File: src/rtl/rom_burst_reader_if.sv
// Stream/control bundle for rom_burst_reader: burst request in, word stream out.
interface rom_burst_reader_if #(
    parameter int unsigned ADDR_W = 4,
    parameter int unsigned DATA_W = 1
);
    logic              start;
    logic [ADDR_W-1:0] start_addr;
    logic [ADDR_W-1:0] length;
    logic              out_valid;
    logic              out_ready;
    logic [DATA_W-1:0] data_out;
    logic [ADDR_W-1:0] addr_out;
    logic              last;
    logic              busy;
    logic              done;

    // Requester / consumer side
    modport master (
        output start, start_addr, length, out_ready,
        input  out_valid, data_out, addr_out, last, busy, done
    );

    // ROM sequencer side
    modport slave (
        input  start, start_addr, length, out_ready,
        output out_valid, data_out, addr_out, last, busy, done
    );
endinterface

File: src/rtl/rom_burst_reader.sv
// Parametrised read-only table with a burst sequencer that streams consecutive
// words (address wrapping modulo depth) over a valid/ready interface.
module rom_burst_reader #(
    parameter int unsigned                     ADDR_W = 4,
    parameter int unsigned                     DATA_W = 1,
    parameter logic [DATA_W*(2**ADDR_W)-1:0]   INIT   = 16'hE7A5
) (
    input  logic                clock,
    input  logic                reset_n,
    rom_burst_reader_if.slave   bus
);
    localparam int unsigned DEPTH = 2 ** ADDR_W;

    typedef enum logic {
        IDLE   = 1'b0,
        STREAM = 1'b1
    } state_t;

    state_t            r_state, w_state_nxt;
    logic [ADDR_W-1:0] r_addr, w_addr_nxt;
    logic [ADDR_W-1:0] r_remain, w_remain_nxt;
    logic [DATA_W-1:0] r_data, w_data_nxt;
    logic              r_last, w_last_nxt;
    logic              r_done, w_done_nxt;
    logic [ADDR_W-1:0] w_addr_inc;

    // Table lookup; word k occupies INIT[k*DATA_W +: DATA_W]
    function automatic logic [DATA_W-1:0] rom_word(input logic [ADDR_W-1:0] a);
        return INIT[int'(a) * int'(DATA_W) +: DATA_W];
    endfunction

    // Natural ADDR_W-bit wrap gives the modulo-DEPTH advance for free
    assign w_addr_inc = r_addr + ADDR_W'(1);

    // State and output registers; async clear, outputs drop to zero on reset
    always_ff @(posedge clock or negedge reset_n) begin
        if (!reset_n) begin
            r_state  <= IDLE;
            r_addr   <= '0;
            r_remain <= '0;
            r_data   <= '0;
            r_last   <= 1'b0;
            r_done   <= 1'b0;
        end else begin
            r_state  <= w_state_nxt;
            r_addr   <= w_addr_nxt;
            r_remain <= w_remain_nxt;
            r_data   <= w_data_nxt;
            r_last   <= w_last_nxt;
            r_done   <= w_done_nxt;
        end
    end

    // Next-state: launch on start in IDLE, advance or finish on each handshake
    always_comb begin
        w_state_nxt  = r_state;
        w_addr_nxt   = r_addr;
        w_remain_nxt = r_remain;
        w_data_nxt   = r_data;
        w_last_nxt   = r_last;
        w_done_nxt   = 1'b0;

        case (r_state)
            IDLE: begin
                w_last_nxt = 1'b0;
                if (bus.start) begin
                    w_state_nxt  = STREAM;
                    w_addr_nxt   = bus.start_addr;
                    w_remain_nxt = bus.length;
                    w_data_nxt   = rom_word(bus.start_addr);
                    w_last_nxt   = (bus.length == '0);
                end
            end
            STREAM: begin
                if (bus.out_ready) begin
                    if (r_last) begin
                        w_state_nxt = IDLE;
                        w_last_nxt  = 1'b0;
                        w_done_nxt  = 1'b1;
                    end else begin
                        w_addr_nxt   = w_addr_inc;
                        w_remain_nxt = r_remain - ADDR_W'(1);
                        w_data_nxt   = rom_word(w_addr_inc);
                        w_last_nxt   = (r_remain == ADDR_W'(1));
                    end
                end
            end
            default: begin
                w_state_nxt = IDLE;
                w_last_nxt  = 1'b0;
            end
        endcase
    end

    // A word is presented exactly while streaming
    assign bus.out_valid = (r_state == STREAM);
    assign bus.busy      = (r_state == STREAM);
    assign bus.data_out  = r_data;
    assign bus.addr_out  = r_addr;
    assign bus.last      = r_last;
    assign bus.done      = r_done;

endmodule

File: src/flat_wrapper.sv
// flat-port wrapper written by rule: the top's interface ports become plain ports
module rom_burst_reader_flat 
#(
    parameter int unsigned                     ADDR_W = 4,
    parameter int unsigned                     DATA_W = 1,
    parameter logic [DATA_W*(2**ADDR_W)-1:0]   INIT   = 16'hE7A5
)
  (clock, reset_n, bus_start, bus_start_addr, bus_length, bus_out_ready, bus_out_valid, bus_data_out, bus_addr_out, bus_last, bus_busy, bus_done);
  rom_burst_reader_if #(.ADDR_W(ADDR_W), .DATA_W(DATA_W)) bus_i ();
  input  logic clock;
  input  logic reset_n;
  input wire logic [$bits(bus_i.start)-1:0] bus_start;
  input wire logic [$bits(bus_i.start_addr)-1:0] bus_start_addr;
  input wire logic [$bits(bus_i.length)-1:0] bus_length;
  input wire logic [$bits(bus_i.out_ready)-1:0] bus_out_ready;
  output wire logic [$bits(bus_i.out_valid)-1:0] bus_out_valid;
  output wire logic [$bits(bus_i.data_out)-1:0] bus_data_out;
  output wire logic [$bits(bus_i.addr_out)-1:0] bus_addr_out;
  output wire logic [$bits(bus_i.last)-1:0] bus_last;
  output wire logic [$bits(bus_i.busy)-1:0] bus_busy;
  output wire logic [$bits(bus_i.done)-1:0] bus_done;
  assign bus_i.start = bus_start;
  assign bus_i.start_addr = bus_start_addr;
  assign bus_i.length = bus_length;
  assign bus_i.out_ready = bus_out_ready;
  assign bus_out_valid = bus_i.out_valid;
  assign bus_data_out = bus_i.data_out;
  assign bus_addr_out = bus_i.addr_out;
  assign bus_last = bus_i.last;
  assign bus_busy = bus_i.busy;
  assign bus_done = bus_i.done;
  rom_burst_reader #(.ADDR_W(ADDR_W), .DATA_W(DATA_W), .INIT(INIT)) u_core (.clock(clock), .reset_n(reset_n), .bus(bus_i));
endmodule
File: config.mk
export PLATFORM = sky130hd
export DESIGN_NAME = rom_burst_reader_flat
export DESIGN_NICKNAME = d
export VERILOG_FILES = /design/src/rtl/rom_burst_reader_if.sv /design/src/rtl/rom_burst_reader.sv /design/src/flat_wrapper.sv
export SDC_FILE = /design/constraint.sdc
export NUM_CORES = 1
export LEC_CHECK = 0
export ABC_AREA = 1
export BUFFER_PORTS_ARGS = -buffer_cell sky130_fd_sc_hd__buf_4
export CORE_UTILIZATION = 51
export DETAILED_ROUTE_END_ITERATION = 8
export PLACE_DENSITY = 0.77
export SLEW_MARGIN = 10
export SYNTH_ARGS = -nofsm -noshare
export SYNTH_HDL_FRONTEND = slang
export SYNTH_SLANG_ARGS = --single-unit
export TNS_END_PERCENT = 20
File: constraint.sdc
create_clock -name clock -period 1.8 [get_ports clock]
set_clock_uncertainty 0.05 [all_clocks]
set_input_delay 0.18 -clock clock [delete_from_list [all_inputs] [get_ports clock]]
set_output_delay 0.18 -clock clock [all_outputs]
set_load 0.01 [all_outputs]
After elaboration in Yosys (flattened, before gate mapping)
Index checks and enable logic that the tools add are counted.
Word-level totals
  register bits after elaboration: 12
  bits of input ports: 12
  logic and storage cells: 40
Operators by class
  $add $sub $neg: 2
  equal/unequal tests: 4
  shift operators: 2
  mux-type cells: 23
  bitwise gates (word level): 1
  reductions and logical operators: 2
Operator list (number)
  indexed part select 16 x 5 -> 1 bit, first input constant: 2
  two-way mux 4 bit: 6
  case mux 4 bit (2 select lines): 2
  two-way mux 1 bit: 12
  != test 2 bit, second input constant: 3
  case mux 1 bit (2 select lines): 3
  adder 4 x 1 -> 4 bit, second input constant: 1
  equality test 4 x 1 -> 1 bit, second input constant: 1
  logical NOT 4 bit: 1
  subtractor 4 x 1 -> 4 bit, second input constant: 1
  AND reduction 3 bit: 1
  NOT 1 bit: 1

Longest topological paths before layout
Gate-level depths: netlist of run 1.
  word-level depth: 5
  gate-level depth with buffers: 10

Least setup slack after synthesis of run 1
No wires, ideal clock.
  path type: register to register
  start: register u_core.r_addr[0] (netlist: u_core.bus.addr_out[0])
  end: register u_core.r_data (netlist: u_core.bus.data_out)
  library setup time: 0.071 ns
  arrival: 1.230 ns
  data required time: 1.679 ns
  setup slack: 0.449 ns
  stages on the path, launching flop included: 11
  buffers on the path: 0
  clock period less this slack: 1.351 ns
  cell sequence: dfrtp_1 ha_1 inv_1 nand2_1 nand2_1 nand2_1 nand2_1 inv_1 nor2_1 nor2_1 nor2_1
On the way
  cells in the longest elaborated chain, start to end: 5
RTL lines
  start, declared: RTL line rom_burst_reader.sv:20  | logic [ADDR_W-1:0] r_addr, w_addr_nxt;
  start signal, assigned: RTL line rom_burst_reader.sv:46  | r_addr <= w_addr_nxt;
  adder 4 x 1 -> 4 bit: RTL line rom_burst_reader.sv:33  | assign w_addr_inc = r_addr + ADDR_W'(1);
  indexed part select 16 x 5 -> 1 bit: RTL line rom_burst_reader.sv:29  | return INIT[int'(a) * int'(DATA_W) +: DATA_W];
  two-way mux 1 bit: RTL line rom_burst_reader.sv:76  | if (r_last) begin
  two-way mux 1 bit: RTL line rom_burst_reader.sv:75  | if (bus.out_ready) begin
  case mux 1 bit (2 select lines): RTL line rom_burst_reader.sv:63  | case (r_state)
  end signal, assigned: RTL line rom_burst_reader.sv:48  | r_data <= w_data_nxt;
  end, declared: RTL line rom_burst_reader.sv:22  | logic [DATA_W-1:0] r_data, w_data_nxt;
Every way passes these cells. The select of a mux whose other input is x is not followed.
A chain may end at the register's enable or synchronous reset.

Final worst setup path of run 1
  start: register u_core.r_state (netlist: u_core.bus.busy)
  end: register u_core.r_data (netlist: u_core.bus.data_out)
On the way
  cells in the longest elaborated chain, start to end: 3
  elaborated cells on any way between the ends: 6
  those cells by class: eq/ne: 3; mux: 1; bitwise: 1; reduce/logical: 1
RTL lines
  start, declared: RTL line rom_burst_reader.sv:19  | state_t r_state, w_state_nxt;
  start signal, assigned: RTL line rom_burst_reader.sv:45  | r_state <= w_state_nxt;
  NOT 1 bit
  != test 2 bit (no source line)
  AND reduction 3 bit (no source line)
Parallel ways exist; a longest one is shown, timed or not.

==> results.cfg, run 1 <==
[clocking]
clk_pin_slew_worst_paths_ns = 0.08
clk_latency_ns = 0.27
cts_buffer_depth = 2
cts_setup_buffers = 0
clockRootBuffer = clkbuf_4
cts_resized = 0
cts_buffers = 3
htree_levels = 1
clkSinkCount = 12
cts_tree = yes

[detailed_routing]
drt_first_iter_violations = 14
routedWlPerCell_um = 11.4
via_per_inst = 4.90
vias = 715
routed_wl_mm = 1.66
first_pass_iters = 4
drcViolationCount = 0
ant_nets = 0

[sta]
slew_headroom = 0.706
finalCritPeriodShare = 0.844
fin_crit_ns = 1.52
setup_tns_ns = 0
tightest_slew_ns = 0.440
finalSetupViolations = 0
fin_ws_ns = 0.281
maxSlewViolCount = 0
grt_setup_unrepaired = no
max_freq_mhz = 658
final-hold-violation-count = 0

[place]
gp_congestion = 0.851
dp_slack_ns = 0.288
numPortBuffers = 20
hpwl_mm = 1.32

[synth]
synthTopCellsByArea = dfrtp_1, nand2_1, inv_1
ys_ff_latch = 12
avgSynthCellArea_sq_um = 7.67
syn-cell-area_sq_um = 828
netlist_instances = 108
synthesis.nets = 123
yosysSeqAreaShare = 0.363
yosysTopAreaCell = dfrtp_1
synth_top_area_frac = 0.363
yosysUniqueCellTypes = 29
yosys_warnings = 0

[floorplan]
rows = 14
ios = 21
core_region_area_sq_um = 1510
die_w_um = 42.3
fp.dieH_um = 42.3
start_util = 0.550
dieArea_sq_um = 1790

[run]
cap_viol_max_count = 0

[power_and_ir_drop]
ir_drop_mv = 1.03
leakagePower_nw = 0.529
p_per_area_nw_per_um2 = 1940
power.total_mw = 1.95

[finish]
area_delta_synth_final_pct = 21.8
layout-drive-gt1-share = 0.277
multiInputGateArea_sq_um = 429
fill_cells = 137
diodes = 0
final-seq-area_sq_um = 300
num-nets-final = 147

[global_route]
overflow = 0
grt_max_degree = 13
grt_usage = 0.222
grt_pass1_vias = 731
antenna_found_initial = 0
grt_pass1_wl_mm = 3.03

[critical_path]
crit_path_cell_trace = buf_4, nand2_2, o21ai_2, nand2_1, nand2_1, inv_1, nor2_1, nor2_1, nor2_1
slowest_delay_ns = 0.62
cp-start-kind = flip-flop
crit_type = reg -> reg
cp_common_cell = nor2_1
worstPathArrival_ns = 1.67
critPathCaptureType = flip-flop
cp.required_ns = 1.95
reg2regPathDepth = 9
critical-path-slowest-cell = dfrtp_1
crit_fanout = 11

[run_status]
outcome = complete, no violations

[min_path]
hp-class = in -> reg
hold_path_depth = 3
placed cells by master (no fill, tap or decap):
| master | synthesis | final |
|---|---|---|
| nand2_1 | 28 | 28 |
| buf_4 | 1 | 21 |
| inv_1 | 12 | 12 |
| nor2_1 | 12 | 12 |
| dfrtp_1 | 12 | 12 |
| nand3_1 | 7 | 7 |
| o21ai_0 | 5 | 5 |
| o21ai_1 | 3 | 3 |
| ha_1 | 3 | 3 |
| clkbuf_4 | 0 | 3 |
| inv_6 | 2 | 2 |
| nand2_4 | 2 | 2 |
| nand2_2 | 2 | 2 |
| o211ai_1 | 2 | 2 |
| nor2_4 | 1 | 1 |
| inv_4 | 1 | 1 |
| nand2_8 | 1 | 1 |
| a211oi_1 | 1 | 1 |
| a21oi_1 | 1 | 1 |
| nor2_2 | 1 | 1 |
| or2_1 | 1 | 1 |
| o21ai_2 | 1 | 1 |
| nand3_2 | 1 | 1 |
| nand4_1 | 1 | 1 |
| or2_0 | 1 | 1 |
| xor2_1 | 1 | 1 |
| o22ai_1 | 1 | 1 |
| xnor2_1 | 1 | 1 |
| nor3_1 | 1 | 1 |
| dlygate4sd3_1 | 0 | 1 |
kinds of logic (layout without fill, tap and decap cells):
kind of cell | after synthesis | after routing | share of synthesized area
AOI/OAI and AO/OA | 14 | 14 | 0.0997
DFF | 12 | 12 | 0.363
adders and majority gates | 3 | 3 | 0.0453
and+or+nand+nor | 59 | 59 | 0.352
buffers and inverters | 18 | 40 | 0.119
xor gates and xnor gates | 2 | 2 | 0.0212
layer usage:
layer,track usage,routed length [um],vias up
met4,0.0688,9,0
met1,0.278,740,307
li1,-,-,386
met3,0.0474,96,3
met5,0,0,-
met2,0.378,817,19
final timing paths:
kind,end,startpoint,slack [ns]
min in group asynchronous,u_core.bus.data_out,reset_n,0.23
worst max register to register,u_core.bus.data_out,u_core.bus.busy,0.28
worst max-delay path,u_core.bus.data_out,u_core.bus.busy,0.28
max in group asynchronous,u_core.bus.last,reset_n,1.32
worst min-delay path,u_core.bus.done,bus_out_ready,0.11
worst min register to register,u_core.bus.addr_out[3],u_core.bus.addr_out[3],0.51
report_power, final:
part           total [mW]  internal, mW  switching, mW
logic                1.23         0.529          0.705
registers           0.551         0.403          0.148
clock network       0.169        0.0774         0.0916
total                1.95          1.01          0.945
metrics by stage:
stage | util | area, sq um | hold WS, ns | std cells
floorplan | - | 828 | -0.166 | 108
global placement | 0.648 | 976 | -0.0228 | 142
detailed placement | 0.648 | 976 | -0.0202 | 142
CTS | 0.669 | 1010 | 0.103 | 146
global route | 0.669 | 1010 | 0.118 | 146
finish | 0.669 | 1010 | 0.106 | 146
layout make-up:
cell class                 count  share of cell area
clock buffer                   3              0.0223
inverter                      15              0.0682
multi-input combinational     78               0.426
sequential                    12               0.298
tap                           16              0.0199
timing repair buffer          22               0.166
worst max-delay path: cells and delay by family, from the launching register on:
| kind | cells | cell delay (ns) |
|---|---|---|
| buffers and inverters | 2 | 0.28 |
| flip-flops | 1 | 0.62 |
| AO/OA/AOI/OAI | 1 | 0.08 |
| AND/OR/NAND/NOR | 6 | 0.41 |
Yosys cell counts (all sizes together):
library cell and count:
or2 2, o22ai 1, ha 3, a21oi 1, nand3 8, nor2 14
inv 15, nand2 33, o211ai 2, buf 3, a211oi 1, dfrtp 12
xor2 1, o21ai 9, nand4 1, nor3 1, xnor2 1
flip-flops by register name (all words and copies together) (netlist names):
| signal | flops |
|---|---|
| u_core.r_remain | 4 |
| u_core.bus.busy | 1 |
| u_core.bus.last | 1 |
| u_core.bus.done | 1 |
| u_core.bus.addr_out | 4 |
| u_core.bus.data_out | 1 |
repair_timing:
item,4_1_cts,5_1_grt
hold buffers,1,0
endpoints found under the hold margin,12,0
endpoints found under the setup margin,0,0
(Power assumes the default switching activity.)
==> run 2: changes to the inputs <==
==> constraint.sdc (replaced) <==
create_clock -name clock -period 1.5 [get_ports clock]
set_clock_uncertainty 0.05 [all_clocks]
set_input_delay 0.15 -clock clock [delete_from_list [all_inputs] [get_ports clock]]
set_output_delay 0.15 -clock clock [all_outputs]
set_load 0.01 [all_outputs]
==> results.cfg, run 2 (synthesized netlist as in run 1, its figures left out) <==
[clocking]
clockRootBuffer = clkbuf_4
clkSinkCount = 12
cts_resized = 0
cts_buffers = 3
cts_tree = yes
cts_buffer_depth = 2
clk_pin_slew_worst_paths_ns = 0.07
htree_levels = 1
clk_latency_ns = 0.27

[sta]
holdWs_ns = 0.0751
fin_ws_ns = 0.0690
tightest_slew_ns = 0.197
fin_crit_ns = 1.43
maxSlewViolCount = 0
final-hold-violation-count = 0
slew_headroom = 0.868
setup_tns_ns = 0
grt_setup_unrepaired = no
finalSetupViolations = 0
max_freq_mhz = 699
finalCritPeriodShare = 0.954

[floorplan]
rows = 14
dieArea_sq_um = 1790
die_w_um = 42.3
fp.dieH_um = 42.3
start_util = 0.550
ios = 21
core_region_area_sq_um = 1510

[detailed_routing]
routedWlPerCell_um = 11.4
routed_wl_mm = 1.70
drcViolationCount = 0
first_pass_iters = 4
drt_first_iter_violations = 17
via_per_inst = 4.99
ant_nets = 0
vias = 744

[power_and_ir_drop]
power.total_mw = 2.43
p_per_area_nw_per_um2 = 2360
ir_drop_mv = 1.24
leakagePower_nw = 0.543

[place]
gp_congestion = 0.892
hpwl_mm = 1.31
numPortBuffers = 20
dp_slack_ns = 0.112

[global_route]
grt_pass1_wl_mm = 2.97
grt_max_degree = 13
grt_pass1_vias = 690
overflow = 0
antenna_found_initial = 0
grt_usage = 0.224

[run_status]
outcome = complete, no violations

[finish]
layout.cells.most_common = nand2_1
layout-drive-gt1-share = 0.293
area_delta_synth_final_pct = 24.5
fill_cells = 122
diodes = 0
layout_common_cells = nand2_1, buf_4, inv_1, nor2_1, dfrtp_1
utilization = 0.684
num-nets-final = 150

[critical_path]
cp_common_cell = nand2_1
critical-path-slowest-cell = dfrtp_1
crit_path_cell_trace = ha_1, inv_1, nand2_1, nand2_1, nand2_1, nand2_1, inv_1, nor2_1, nor2_1, nor2_1
cp-start-kind = flip-flop
slowest_delay_ns = 0.42
crit_type = reg -> reg
cp.required_ns = 1.65
worstPathArrival_ns = 1.58
crit_fanout = 5
critPathCaptureType = flip-flop

[min_path]
hp-class = in -> reg

[run]
cap_viol_max_count = 0
-- run 2: final cells by class --
type / instances / area (sq um) / share of cell area
inverter: 15 / 68.8 / 0.0667
clock buffer: 3 / 22.5 / 0.0218
timing repair buffer: 25 / 190 / 0.184
tap: 16 / 20.0 / 0.0194
multi-input combinational: 78 / 429 / 0.416
sequential: 12 / 300 / 0.291
-- run 2: layer usage --
| layer | vias up | GRT usage | routed length [um] |
|---|---|---|---|
| li1 | 391 | - | - |
| met1 | 333 | 0.296 | 813 |
| met2 | 16 | 0.366 | 801 |
| met3 | 4 | 0.0431 | 66 |
| met4 | 0 | 0.0750 | 21 |
| met5 | - | 0 | 0 |
-- run 2: what timing repair did --
action,CTS,global route
setup endpoints to repair,0,1
endpoints found under the hold margin,12,0
hold buffers,1,0
buffers inserted,0,1
-- run 2: final timing paths --
path,start,end,slack [ns],cells past startpoint
setup reg to reg,u_core.bus.addr_out[1],u_core.bus.data_out,0.07,10
hold reg to reg,u_core.bus.data_out,u_core.bus.data_out,0.47,2
max in group asynchronous,reset_n,u_core.bus.busy,1.04,2
min in group asynchronous,reset_n,u_core.r_remain[2],0.20,2
setup / recovery,u_core.bus.addr_out[1],u_core.bus.data_out,0.07,10
hold / removal,bus_out_ready,u_core.bus.done,0.08,3
-- run 2: worst max-delay path, delay by kind of cell, from the launching register on --
family                   cells  cell delay [ns]
AND/OR/NAND/NOR              7             0.49
buffers and inverters        2             0.10
adder cells (fa/ha/maj)      1             0.31
flip-flops                   1             0.42
-- run 2: where the power goes --
part	switching (mW)	internal, mW
logic	0.948	0.686
registers	0.119	0.485
clock network	0.103	0.0928
total	1.17	1.26
-- run 2: metrics by stage --
stage / area, sq um / std cells
global route: 1030 / 149
global placement: 991 / 144
floorplan: 828 / 108
detailed placement: 991 / 144
CTS: 1020 / 148
finish: 1030 / 149
